`config.mk`:
```
export PLATFORM = sky130hd
export DESIGN_NAME = wb_arbiter_flat
export DESIGN_NICKNAME = d
export VERILOG_FILES = /design/src/rtl/mips_defs_pkg.sv /design/src/rtl/wb_arbiter_if.sv /design/src/rtl/wb_starve_timer.sv /design/src/rtl/wb_arbiter.sv /design/src/flat_wrapper.sv
export SDC_FILE = /design/constraint.sdc
export NUM_CORES = 1
export LEC_CHECK = 0
export ABC_AREA = 1
export CORE_UTILIZATION = 35
export CTS_BUF_LIST = sky130_fd_sc_hd__clkbuf_4
export CTS_CLUSTER_SIZE = 28
export DETAILED_ROUTE_END_ITERATION = 6
export GPL_TIMING_DRIVEN = 0
export PLACE_DENSITY_LB_ADDON = 0.3
export REMOVE_ABC_BUFFERS = 1
export SYNTH_ARGS = -nofsm -noshare
export SYNTH_HDL_FRONTEND = slang
export SYNTH_SLANG_ARGS = --single-unit
```
`constraint.sdc`:
```
create_clock -name clk -period 1.5 [get_ports clk]
set_clock_uncertainty 0.2 [all_clocks]
set_input_delay 0.375 -clock clk [delete_from_list [all_inputs] [get_ports clk]]
set_output_delay 0.375 -clock clk [all_outputs]
set_load 0.01 [all_outputs]
```
`src/rtl/mips_defs_pkg.sv`:
```
// Shared register-file definitions and write-back arbiter state encoding.
package mips_defs_pkg;

  localparam int REG_ADDR_W = 5;
  localparam int REG_DATA_W = 32;
  localparam logic [REG_ADDR_W-1:0] ZERO_REG = 5'd0;

  typedef enum logic [1:0] {
    IDLE  = 2'd0,
    WAIT  = 2'd1,
    FORCE = 2'd2
  } wb_arb_state_t;

endpackage

```
`src/rtl/wb_arbiter_if.sv`:
```
// Bus bundle between the MEM stage / MDU (master) and the write-back arbiter (slave).
interface wb_arbiter_if;
  import mips_defs_pkg::*;

  logic [REG_ADDR_W-1:0] mem_addr;
  logic                  mem_wr_en;
  logic [REG_DATA_W-1:0] mem_data;
  logic                  mdu_valid;
  logic [REG_ADDR_W-1:0] mdu_addr;
  logic [REG_DATA_W-1:0] mdu_data;
  logic                  mdu_ready;
  logic                  stall_req;
  logic [REG_ADDR_W-1:0] wb_addr;
  logic                  wb_en;
  logic [REG_DATA_W-1:0] wb_data;

  modport master (
    output mem_addr, mem_wr_en, mem_data, mdu_valid, mdu_addr, mdu_data,
    input  mdu_ready, stall_req, wb_addr, wb_en, wb_data
  );

  modport slave (
    input  mem_addr, mem_wr_en, mem_data, mdu_valid, mdu_addr, mdu_data,
    output mdu_ready, stall_req, wb_addr, wb_en, wb_data
  );

endinterface

```
`src/rtl/wb_starve_timer.sv`:
```
// Counts consecutive cycles a pending MDU result has been blocked; saturates at STARVE_LIMIT.
module wb_starve_timer #(
  parameter int STARVE_LIMIT = 4
) (
  input  logic clk,
  input  logic reset,
  input  logic load,
  input  logic inc,
  output logic limit_hit
);

  localparam int CNT_W = $clog2(STARVE_LIMIT + 1);
  localparam logic [CNT_W-1:0] LIMIT = CNT_W'(STARVE_LIMIT);

  logic [CNT_W-1:0] wait_cnt_d;
  logic [CNT_W-1:0] wait_cnt_q;

  // Anything other than load/inc clears the count.
  always_comb begin
    wait_cnt_d = {CNT_W{1'b0}};
    if (load) begin
      wait_cnt_d = CNT_W'(1'b1);
    end else if (inc && (wait_cnt_q != LIMIT)) begin
      wait_cnt_d = wait_cnt_q + CNT_W'(1'b1);
    end else if (inc) begin
      wait_cnt_d = wait_cnt_q;
    end else begin
      wait_cnt_d = {CNT_W{1'b0}};
    end
  end

  always_ff @(posedge clk) begin
    if (reset) begin
      wait_cnt_q <= {CNT_W{1'b0}};
    end else begin
      wait_cnt_q <= wait_cnt_d;
    end
  end

  assign limit_hit = (wait_cnt_q == LIMIT);

endmodule

```
`src/rtl/wb_arbiter.sv`:
```
// Arbitrates the single register-file write port between the MEM stage and the MDU.
// Starvation guard (FORCE state + stall_req) is built only when WB_ARB_STARVE_GUARD_EN is defined.
module wb_arbiter
  import mips_defs_pkg::*;
#(
  parameter int STARVE_LIMIT = 4
) (
  input  logic         clk,
  input  logic         reset,
  wb_arbiter_if.slave  bus
);

  wb_arb_state_t         state_d, state_q;
  logic                  stall_req_d, stall_req_q;
  logic                  wb_en_d, wb_en_q;
  logic [REG_ADDR_W-1:0] wb_addr_d, wb_addr_q;
  logic [REG_DATA_W-1:0] wb_data_d, wb_data_q;

  logic mem_eff, in_force, mdu_ready, mdu_xfer, mem_win;
  logic cnt_load, cnt_inc, limit_hit, guard_hit;

  wb_starve_timer #(.STARVE_LIMIT(STARVE_LIMIT)) u_timer (
    .clk       (clk),
    .reset     (reset),
    .load      (cnt_load),
    .inc       (cnt_inc),
    .limit_hit (limit_hit)
  );

`ifdef WB_ARB_STARVE_GUARD_EN
  assign guard_hit = limit_hit;
`else
  // Without the guard the MDU simply waits for a cycle with no MEM write.
  logic starve_unused;
  assign guard_hit     = 1'b0;
  assign starve_unused = limit_hit;
`endif

  // Grant decision, next state and write-port selection.
  always_comb begin
    mem_eff   = bus.mem_wr_en && (bus.mem_addr != ZERO_REG);
    in_force  = (state_q == FORCE);
    mdu_ready = !reset && bus.mdu_valid && (in_force || !mem_eff);
    mdu_xfer  = bus.mdu_valid && mdu_ready;
    mem_win   = mem_eff && !in_force;

    state_d  = state_q;
    cnt_load = 1'b0;
    cnt_inc  = 1'b0;
    case (state_q)
      IDLE: begin
        if (bus.mdu_valid && mem_eff) begin
          state_d  = WAIT;
          cnt_load = 1'b1;
        end else begin
          state_d = IDLE;
        end
      end
      WAIT: begin
        if (mdu_xfer || !bus.mdu_valid) begin
          state_d = IDLE;
        end else if (guard_hit) begin
          state_d = FORCE;
        end else begin
          state_d = WAIT;
          cnt_inc = 1'b1;
        end
      end
      FORCE:   state_d = IDLE;
      default: state_d = IDLE;
    endcase
    stall_req_d = (state_d == FORCE);

    wb_en_d   = 1'b0;
    wb_addr_d = wb_addr_q;
    wb_data_d = wb_data_q;
    if (mem_win) begin
      wb_en_d   = 1'b1;
      wb_addr_d = bus.mem_addr;
      wb_data_d = bus.mem_data;
    end else if (mdu_xfer && (bus.mdu_addr != ZERO_REG)) begin
      wb_en_d   = 1'b1;
      wb_addr_d = bus.mdu_addr;
      wb_data_d = bus.mdu_data;
    end else begin
      wb_en_d = 1'b0;
    end
  end

  // FSM state and registered outputs.
  always_ff @(posedge clk) begin
    if (reset) begin
      state_q     <= IDLE;
      stall_req_q <= 1'b0;
      wb_en_q     <= 1'b0;
      wb_addr_q   <= ZERO_REG;
      wb_data_q   <= {REG_DATA_W{1'b0}};
    end else begin
      state_q     <= state_d;
      stall_req_q <= stall_req_d;
      wb_en_q     <= wb_en_d;
      wb_addr_q   <= wb_addr_d;
      wb_data_q   <= wb_data_d;
    end
  end

  assign bus.mdu_ready = mdu_ready;
  assign bus.stall_req = stall_req_q;
  assign bus.wb_en     = wb_en_q;
  assign bus.wb_addr   = wb_addr_q;
  assign bus.wb_data   = wb_data_q;

endmodule

```
`src/flat_wrapper.sv`:
```
// flat-port wrapper written by rule: the top's interface ports become plain ports
module wb_arbiter_flat import mips_defs_pkg::*;
#(
  parameter int STARVE_LIMIT = 4
)
  (clk, reset, bus_mem_addr, bus_mem_wr_en, bus_mem_data, bus_mdu_valid, bus_mdu_addr, bus_mdu_data, bus_mdu_ready, bus_stall_req, bus_wb_addr, bus_wb_en, bus_wb_data);
  wb_arbiter_if bus_i ();
  input  logic clk;
  input  logic reset;
  input wire logic [$bits(bus_i.mem_addr)-1:0] bus_mem_addr;
  input wire logic [$bits(bus_i.mem_wr_en)-1:0] bus_mem_wr_en;
  input wire logic [$bits(bus_i.mem_data)-1:0] bus_mem_data;
  input wire logic [$bits(bus_i.mdu_valid)-1:0] bus_mdu_valid;
  input wire logic [$bits(bus_i.mdu_addr)-1:0] bus_mdu_addr;
  input wire logic [$bits(bus_i.mdu_data)-1:0] bus_mdu_data;
  output wire logic [$bits(bus_i.mdu_ready)-1:0] bus_mdu_ready;
  output wire logic [$bits(bus_i.stall_req)-1:0] bus_stall_req;
  output wire logic [$bits(bus_i.wb_addr)-1:0] bus_wb_addr;
  output wire logic [$bits(bus_i.wb_en)-1:0] bus_wb_en;
  output wire logic [$bits(bus_i.wb_data)-1:0] bus_wb_data;
  assign bus_i.mem_addr = bus_mem_addr;
  assign bus_i.mem_wr_en = bus_mem_wr_en;
  assign bus_i.mem_data = bus_mem_data;
  assign bus_i.mdu_valid = bus_mdu_valid;
  assign bus_i.mdu_addr = bus_mdu_addr;
  assign bus_i.mdu_data = bus_mdu_data;
  assign bus_mdu_ready = bus_i.mdu_ready;
  assign bus_stall_req = bus_i.stall_req;
  assign bus_wb_addr = bus_i.wb_addr;
  assign bus_wb_en = bus_i.wb_en;
  assign bus_wb_data = bus_i.wb_data;
  wb_arbiter #(.STARVE_LIMIT(STARVE_LIMIT)) u_core (.clk(clk), .reset(reset), .bus(bus_i));
endmodule
```
==> impl_metrics.json <==
{
  "outcome": "complete, but fails checks",
  "violations": "DRC, setup timing",
  "start_kind": "input pin",
  "netlist_instances": 339,
  "path_buf_inv": 3,
  "antenna_found_initial": 0,
  "critical_path.max_stage_delay_ns": 0.14,
  "cts-root-buf": "clkbuf_4",
  "cts.clk_slew.worst_paths_ns": 0.10,
  "clk-insertion-delay-late_ns": 0.33,
  "ff_latch_area_um2": 807,
  "overflow": 0,
  "rsz0062_at_grt": "true",
  "grt_pass1_vias": 2661,
  "grt_usage_pct": 23.6,
  "antenna_cells": 0,
  "syn_area_per_cell_um2": 7.07,
  "grt_pass1_wl_um": 13000,
  "start_util_pct": 36.9,
  "crit_start": "bus_mem_addr[2]",
  "postRouteAntennaNets": 0,
  "r2r-end": "u_core.bus.wb_data[21]$_SDFFE_PP0P_",
  "leakage_nw": 1.94,
  "multi_input_area_um2": 1390,
  "instances_no_fill": 562,
  "yosysWarnings": 0,
  "hpwl_um": 3820,
  "setup_viol": 19,
  "vias_per_cell": 4.91,
  "cp_cell_sequence": "buf_8 > nor2_4 > nand3_4 > nand2_8 > inv_4 > nor2_2 > buf_2",
  "cts_tree": "yes",
  "combPwrFrac_pct": 36.0,
  "max-vdd-ir-drop_mv": 0.410,
  "cp_top_family": "simple AND/OR/NAND/NOR gates",
  "dpl_worst_slack_ns": -2.65,
  "final.setup.tns_ns": -1.02,
  "nNetsFinal": 564,
  "p_seq_share_pct": 45.2,
  "grt_start_max_net_pins": 39,
  "synthDistinctLibCells": 23,
  "gp_congestion": 0.713,
  "cp_slowest_cell": "nor2_4",
  "path_class": "in -> out",
  "hold_viol": 0,
  "crit_fanout": 2,
  "ys_ff_latch": 38,
  "drv_slew": 0,
  "critPathArrivalTime_ns": 1.09,
  "hold_slack_ns": 0.104,
  "worstPathRequired_ns": 0.92,
  "swShare_pct": 31.9,
  "crit_cells": 7,
  "placementRows": 29,
  "fin_util_pct": 60.9,
  "power_density_nw_per_um2": 643,
  "dieHeight_um": 84.8,
  "period_share_pct": 111,
  "p_clk_share_pct": 18.8,
  "cts_buffers": 5,
  "vias": 2760,
  "endpoint": "bus_mdu_ready",
  "syn2layout_area_growth_pct": 65.0,
  "fmax_mhz": 599,
  "end_kind": "output pin",
  "r2r_start": "u_core.bus.wb_data[21]$_SDFFE_PP0P_",
  "drc": 7,
  "coreArea_um2": 6490,
  "htree_levels": 2,
  "layout-drive-gt1-share_pct": 41.9,
  "drtPass1Iterations": 7,
  "routed_wl_um": 8530,
  "internal-power_w": 0.00173,
  "period_needed_ns": 1.67,
  "rr_worst_depth": 4,
  "yosysSeqAreaShare_pct": 31.7,
  "wl_per_cell_um": 15.2,
  "maxCapViolCount": 0,
  "dp.cells": 505,
  "syn_area_um2": 2400,
  "clockBufferDepth": 2,
  "drtIter0Drc": 178,
  "hp-class": "in -> reg",
  "die_w_um": 84.8,
  "io_pins": 118,
  "numClockSinks": 38,
  "port_buffers": 116,
  "dieArea_um2": 7180,
  "most-common-layout-cells": "inv_1, nand3_1, clkdlybuf4s50_1",
  "p_sw_w": 0.000812,
  "fillers": 613,
  "layout_setup_ws_ns": -0.169,
  "r2r_setup_slack_ns": 0.48
}
[worst min-delay path by stage]
stage                                        startpoint                                   to  slack [ns]  cells past startpoint
floorplan                                         reset   u_core.bus.wb_addr[0]$_SDFFE_PP0P_        0.24                      1
global placement    u_core.bus.wb_data[20]$_SDFFE_PP0P_  u_core.bus.wb_data[20]$_SDFFE_PP0P_        0.27                      2
detailed placement  u_core.bus.wb_data[15]$_SDFFE_PP0P_  u_core.bus.wb_data[15]$_SDFFE_PP0P_        0.27                      2
CTS                                     bus_mem_addr[1]   u_core.bus.wb_addr[1]$_SDFFE_PP0P_        0.13                      4
global route                                      reset   u_core.bus.wb_addr[0]$_SDFFE_PP0P_        0.10                      2
finish                                            reset   u_core.bus.wb_addr[0]$_SDFFE_PP0P_        0.10                      2
[cell type report]
cell class	count	share of cell area, %
Inverter	76	7.27
Clock buffer	5	0.949
Timing Repair Buffer	158	33.6
Tap cell	77	2.44
Sequential cell	38	20.4
Multi-Input combinational cell	207	35.2
Clock inverter	1	0.0949
[routing by layer]
| layer | share of wire, % | vias to the layer above | global-route usage, % |
|---|---|---|---|
| met3 | 6.3 | 10 | 5.01 |
| li1 | - | 1382 | - |
| met2 | 49 | 97 | 41.5 |
| met5 | 0 | - | 0 |
| met4 | 1.4 | 0 | 7.40 |
| met1 | 43 | 1271 | 28.9 |
[sequential cells by signal, indices dropped and copies added (netlist names)]
signal / count
u_core.bus.wb_data: 32
u_core.bus.wb_addr: 5
u_core.bus.wb_en: 1
[power by group through the flow]
stage | logic [W] | clock network (W) | registers (W)
finish | 0.000916 | 0.000478 | 0.00115
global route | 0.00100 | 0.000539 | 0.00116
CTS | 0.000893 | 0.000499 | 0.00115
detailed placement | 0.000775 | 0 | 0.00117
global placement | 0.000775 | 0 | 0.00116
floorplan | 0.000286 | 0 | 0.00120
[worst register-to-register path, delay by kind of cell (launching register included)]
family                 cells  cell delay [ns]
and+or+nand+nor            1             0.06
AOI/OAI and AO/OA          1             0.15
DFF                        1             0.35
buffers and inverters      2             0.19
[through the flow]
| stage | cell area (um2) | power, W |
|---|---|---|
| 2_1_floorplan | 2200 | 0.00149 |
| 3_3_place_gp | 3460 | 0.00194 |
| 3_5_place_dp | 3450 | 0.00194 |
| 4_1_cts | 3980 | 0.00254 |
| 5_1_grt | 3960 | 0.00270 |
| 6_report | 3960 | 0.00254 |
[synthesized netlist by cell type, drive strengths merged]
| master | number | area, um2 |
|---|---|---|
| inv | 76 | 285 |
| o21ai | 2 | 10.0 |
| nor2 | 5 | 23.8 |
| nand3 | 109 | 738 |
| a21oi | 37 | 200 |
| or2 | 1 | 6.26 |
| buf | 19 | 165 |
| clkbuf | 8 | 30.0 |
| dfxtp | 38 | 761 |
| nand2 | 43 | 174 |
| conb | 1 | 3.75 |
[cells by family (layout without fill, tap and decap cells)]
logic type,Yosys count,count (layout),share of synthesized area [%]
AND/OR/NAND/NOR,158,167,39.3
flip-flops,38,38,31.7
other,1,1,0.156
buffers and inverters,103,240,20.0
AO/OA/AOI/OAI,39,39,8.77
[timing repair]
| action | in CTS | in global routing |
|---|---|---|
| setup buffers | 26 | 16 |
| hold buffers | 0 | 0 |
| setup endpoints to repair | 77 | 74 |
| gates cloned | 8 | 1 |
| hold endpoints to repair | 0 | 0 |
| pin swaps | 12 | 13 |
| gates resized for setup | 220 | 49 |
No activity file was read; power rests on OpenSTA's default activity.
==> RTL edit 1, RTL diff (same settings) <==
Re-encode `wb_arb_state_t` (3 states) as one-hot, 3 bits wide.
--- a/src/rtl/mips_defs_pkg.sv
+++ b/src/rtl/mips_defs_pkg.sv
@@ -5,10 +5,10 @@
   localparam int REG_DATA_W = 32;
   localparam logic [REG_ADDR_W-1:0] ZERO_REG = 5'd0;
 
-  typedef enum logic [1:0] {
-    IDLE  = 2'd0,
-    WAIT  = 2'd1,
-    FORCE = 2'd2
+  typedef enum logic [2:0] {
+    IDLE  = 3'b001,
+    WAIT  = 3'b010,
+    FORCE = 3'b100
   } wb_arb_state_t;
 
 endpackage
Check against the original RTL: no difference found for any inputs over 10 cycles, from zero or initial values and one cycle with reset high; not proved beyond that.
==> RTL edit 1 against the unedited design <==
  * The run ends with setup timing left
  * Die area is 4.9% higher
  * Sequential share of layout area down 2.1 points
  * Sequential cell count stayed put
  * Power increased by 9.0%
  * Wire length increased by 7.7%
  * Core utilization increased by 3.2 points
  * Design area increased by 11%
  * Via count up 4.6%
  * Synthesized area up 5.1%
  * Setup slack worse by 24 ps
==> RTL edit 1: results (changes against the unedited design) <==
| Metric | Value |
|---|---|
| Outcome | `complete, but fails checks` |
| Violations in the final reports | `setup timing` |
| Leak Pwr | `2.13 nW (+9.9%)` |
| Count of flip-flops with a built-in enable after synthesis | `0 (unchanged)` |
| Hold Path Depth | `5 (+3)` |
| Post-Synthesis Mean Instance Area | `7.41 sq um (+4.8%)` |
| Post-Place Cells | `527 (+4.4%)` |
| H-tree level count | `2 (unchanged)` |
| Most frequent cells after synthesis | `inv_1 (77), nand3_1 (71), nand2_1 (40)` |
| Filler Cells Inserted | `626 (+2.1%)` |
| Mean routed wirelength per cell | `15.1 um (-0.32%)` |
| Post-synth cell types | `20 (-13%)` |
| Proportion of layout cells with a drive suffix above 1 | `0.499 (+0.0805)` |
| Total Nets Final | `588 (+4.3%)` |
| Clock latency at the later pin of the worst-skew pair | `350 ps (+20 ps)` |
| Internal Power | `1.86 mW (+7.6%)` |
| Ranking of synthesized cells by area | `dfxtp_1 (30%), nand3_2 (15%), nand3_1 (14%), a21oi_2 (13%), inv_1 (11%)` |
| Initial antenna violation count | `0 (unchanged)` |
| Largest net degree at the start of global routing | `41 (+5.1%)` |
| Worst reg2reg endpoint | `u_core.bus.wb_addr[4]` |
| Total iterations of the first detailed-routing run | `4 (-3)` |
| Count of synthesis-stage warnings from yosys | `0 (unchanged)` |
| Sequential share of the synthesized area | `0.302 (-0.0153)` |
| Maximum ir drop on the vdd rail | `0.461 mV (+12%)` |
| Endpoint with the worst hold slack | `u_core.bus.wb_addr[4]` |
| GRT Overall Usage | `0.240 (+0.00338)` |
| Pre-CTS WS | `-2810 ps (-161 ps)` |
| Clk Tree Root Cell | `clkbuf_4` |
| HP Class | `input port to flip-flop` |
| Setup Viol. Count Final | `1 (-18)` |
| Number of buffers added by the clock tree synthesis step | `5 (unchanged)` |
| Hold Violations, Final | `0 (unchanged)` |
| IO buf count | `116 (unchanged)` |
| Worst setup slack after layout | `-193 ps (-24.1 ps)` |
| HP Start | `bus_mem_addr[4]` |
| Number of global-route vias before repair | `2810 (+5.6%)` |
| Flip-flop cell with the highest count after synthesis | `dfxtp_1` |
| Worst Path Max Fanout | `2 (unchanged)` |
| 1st-iter DRT viols | `83 (-53%)` |
| Final Instance Count excl. Fillers | `607 (+8.0%)` |
| Global-route wire length before repair | `13800 um (+5.8%)` |
| Reg2Reg Launch Point | `u_core.bus.wb_addr[4]` |
| Clock Pin Slew Worst Setup and Hold Paths | `120 ps (+20 ps)` |
| Number of max-cap violations | `0 (unchanged)` |
| Routability-driven placement congestion ratio | `0.706 (-0.93%)` |
| DP Wirelength | `4240 um (+11%)` |
| Vias | `2888 (+4.6%)` |
| Required arrival time at the worst endpoint | `920 ps (about the same)` |
-- RTL edit 1: cell types whose count changed after synthesis, sizes merged --
cell    delta
buf        +3
inv        +1
nor2       +1
or2        -1
nand2      -1
clkbuf     -3
a21oi      +1
-- RTL edit 1: worst max path at each step --
stage | start | slack [ps] | end | cells after the start
after CTS | bus_mem_addr[1] | -200 | bus_mdu_ready | 7
after floorplan | bus_mdu_addr[1] | -1360 | u_core.bus.wb_addr[1] | 6
after global routing | bus_mem_addr[4] | -240 | bus_mdu_ready | 7
final | bus_mem_addr[2] | -190 | bus_mdu_ready | 7
after detailed placement | bus_mem_wr_en | -2810 | u_core.bus.wb_data[9] | 5
after global placement | reset | -4540 | u_core.bus.wb_data[9] | 6
-- RTL edit 1: final cells by class --
type                            count  area (sq um)  area share
Tap cell                           96           120      0.0273
Sequential cell                    38           807       0.183
Inverter                           77           292      0.0662
Clock inverter                      2          8.76     0.00199
Timing Repair Buffer              179          1600       0.362
Multi-Input combinational cell    209          1540       0.349
Clock buffer                        6          45.0      0.0102
-- RTL edit 1: worst max-delay path, stage by stage --
cell,delay (ps)
buf_8,100
nor2_4,130
nand3_4,150
nand2_8,110
inv_4,40
nor2_2,80
buf_2,130
-- RTL edit 1: per-stage QoR --
step           total power, mW  instance area (sq um)  TNS, ps  hold WS [ps]
2_1_floorplan             1.53                   2330   -50520           237
3_3_place_gp              1.99                   3610  -170820           267
3_5_place_dp              2.01                   3660  -106120           271
4_1_cts                   2.74                   4350    -1210           171
5_1_grt                   2.92                   4410     -409           154
6_report                  2.77                   4410     -193           149
-- RTL edit 1: cells by family after synthesis --
| logic type | synth area share |
|---|---|
| and+or+nand+nor | 0.373 |
| buffers and inverters | 0.189 |
| AOI/OAI and AO/OA | 0.135 |
| DFF | 0.302 |
| other | 0.00149 |
-- RTL edit 1: per-layer routing --
metal / share of wire / track usage / routed length [um] / up-vias
met5: 0 / 0 / 0 / -
met4: 0.030 / 0.0864 / 280 / 0
met3: 0.065 / 0.0552 / 593 / 22
met2: 0.47 / 0.416 / 4320 / 114
met1: 0.43 / 0.288 / 3990 / 1322
li1: - / - / - / 1430
-- RTL edit 1: repair_timing --
action                     in CTS  in global routing
setup endpoints to repair      77                 62
buffers inserted               45                 14
pin swaps                      11                 11
resized for setup             235                 36
gates cloned                    9                  4
-- RTL edit 1: power groups by stage --
stage          sequential [mW]  clock, mW  combinational [mW]
3_5_place_dp              1.17          0               0.844
2_1_floorplan             1.20          0               0.325
3_3_place_gp              1.16          0               0.827
4_1_cts                   1.14      0.561                1.03
5_1_grt                   1.15      0.606                1.16
6_report                  1.14      0.550                1.08
==> RTL edit 2, RTL diff (config.mk and constraints unchanged) <==
Made on the original files. `REG_ADDR_W`: 5 -> 4.
--- a/src/rtl/mips_defs_pkg.sv
+++ b/src/rtl/mips_defs_pkg.sv
@@ -1,7 +1,7 @@
 // Shared register-file definitions and write-back arbiter state encoding.
 package mips_defs_pkg;
 
-  localparam int REG_ADDR_W = 5;
+  localparam int REG_ADDR_W = 4;
   localparam int REG_DATA_W = 32;
   localparam logic [REG_ADDR_W-1:0] ZERO_REG = 5'd0;
 
Ports: changed (resized bus_mdu_addr, bus_mem_addr and bus_wb_addr); port bits go from 118 to 115. No check against the original RTL was run, so the function may have changed too.
==> RTL edit 2 against the unedited design <==
  * Design area shrank 15%
  * Critical endpoint unchanged
  * Synthesized cell count shrank 2.9%
  * Count of clock-buffer cells in the layout is the same
  * Sequential cell count shrank 1
  * Synthesized area shrank 12%
  * Largest cell class unchanged
  * First-iteration DRC count shrank 46%
  * Power shrank 2.7%
  * Sequential share of layout area grew 2.6 points
  * The flow finishes with violations (setup timing)
  * Register-to-register slack gained 100 ps
  * Setup slack gained 120 ps
  * Wire length shrank 16%
==> RTL edit 2: results (changes against the unedited design) <==
| Metric | Value |
|---|---|
| Outcome | `complete, but fails checks` |
| Violations in the final reports | `setup timing` |
| Sequential share of the synthesized area | `0.350 (+0.0326)` |
| Leak Pwr | `1.66 nW (-15%)` |
| Post-Place Cells | `490 (-3.0%)` |
| Proportion of layout cells with a drive suffix above 1 | `0.243 (-0.175)` |
| Worst Path Max Fanout | `2 (unchanged)` |
| Routability-driven placement congestion ratio | `0.707 (-0.84%)` |
| GRT Overall Usage | `0.228 (-0.00843)` |
| Ys async rst share | `0 (unchanged)` |
| Setup Viol. Count Final | `1 (-18)` |
| Post-route setup TNS | `-46.3 ps (+977 ps)` |
| Flip-flop count of the largest register, all copies and words added | `32 (unchanged)` |
| Maximum ir drop on the vdd rail | `0.423 mV (+3.2%)` |
| IO buf count | `113 (-2.6%)` |
| Global-route wire length before repair | `11200 um (-14%)` |
| 1st-iter DRT viols | `96 (-46%)` |
| Final Instance Count excl. Fillers | `516 (-8.2%)` |
| DP Wirelength | `3640 um (-4.6%)` |
| Detailed-route wire length | `7130 um (-16%)` |
| Total iterations of the first detailed-routing run | `4 (-3)` |
| Number of global-route vias before repair | `2386 (-10%)` |
| ANT cells | `0 (unchanged)` |
| Most frequent cells after synthesis | `nand2_1 (111), nor2_1 (76), dfxtp_1 (37)` |
| Post-Synthesis Mean Instance Area | `6.43 sq um (-9.0%)` |
| Clock Pin Slew Worst Setup and Hold Paths | `120 ps (+20 ps)` |
| H-tree level count | `2 (unchanged)` |
| Critical path data arrival time | `970 ps (-120 ps)` |
| Post-place instance area | `3180 sq um (-7.9%)` |
| Family with the most delay on the worst path | `buffers and inverters` |
| Worst-path cell with the longest stage delay | `nor2_4` |
| CP max stage delay | `170 ps (+30 ps)` |
| Largest net degree at the start of global routing | `40 (+2.6%)` |
| Worst setup slack after layout | `-46.3 ps (+123 ps)` |
| Ranking of synthesized cells by area | `dfxtp_1 (35%), nand2_1 (20%), nor2_1 (13%), nand3b_1 (13%), nand3_1 (8.0%)` |
| Pre-CTS WS | `-1170 ps (+1470 ps)` |
| Worst Tran Pin Value | `523 ps` |
| Post-synth cell types | `18 (-22%)` |
| Count of synthesis-stage warnings from yosys | `0 (unchanged)` |
| Vias per Instance | `4.91 (about the same)` |
==> RTL edit 2: worst paths after layout <==
| kind | cells after the start | slack [ps] | to | from |
|---|---|---|---|---|
| setup / recovery | 5 | -50 | bus_mdu_ready | bus_mem_addr[2] |
| hold / removal | 2 | 60 | u_core.bus.wb_en | reset |
| setup reg to reg | 3 | 580 | u_core.bus.wb_data[29] | u_core.bus.wb_data[29] |
| hold reg to reg | 3 | 380 | u_core.bus.wb_data[1] | u_core.bus.wb_data[1] |
==> RTL edit 2: cell type report <==
class / count / area (sq um)
multi-input cells: 268 / 1310
repair buffers: 124 / 1080
clock inverters: 3 / 12.5
fillers: 563 / 2310
inverters: 3 / 20.0
clock buffers: 5 / 37.5
repair inverters: 4 / 35.0
well taps: 72 / 90.1
flip-flops and latches: 37 / 772
==> RTL edit 2: what timing repair did <==
item                                    CTS  global route
gates resized for setup                 169            56
setup buffers                             8             2
gates cloned                              8             0
endpoints found under the setup margin   75            50
pin swaps                                 8             6
endpoints found under the hold margin     0             0
==> RTL edit 2: kinds of logic after synthesis <==
logic type / after synthesis / synth area share
other: 1 / 0.00177
flip-flops: 37 / 0.350
buffers and inverters: 27 / 0.0786
AO/OA/AOI/OAI: 1 / 0.00355
AND/OR/NAND/NOR: 263 / 0.566
==> RTL edit 2: metrics by stage <==
step	hold WS, ps	util
floorplan	247	-
global placement	352	0.561
detailed placement	360	0.560
CTS	137	0.621
global route	46.7	0.593
finish	59.9	0.593
==> RTL edit 2: per-layer routing <==
metal	vias up	track usage	part of all wire
li1	1271	-	-
met1	1169	0.281	0.45
met2	90	0.403	0.47
met3	5	0.0571	0.068
met4	0	0.0375	0.0059
met5	-	0	0
==> RTL edit 2: power breakdown <==
group	internal, mW	switching (mW)
clock	0.170	0.339
sequential	1.08	0.0330
combinational	0.426	0.423
total	1.68	0.795
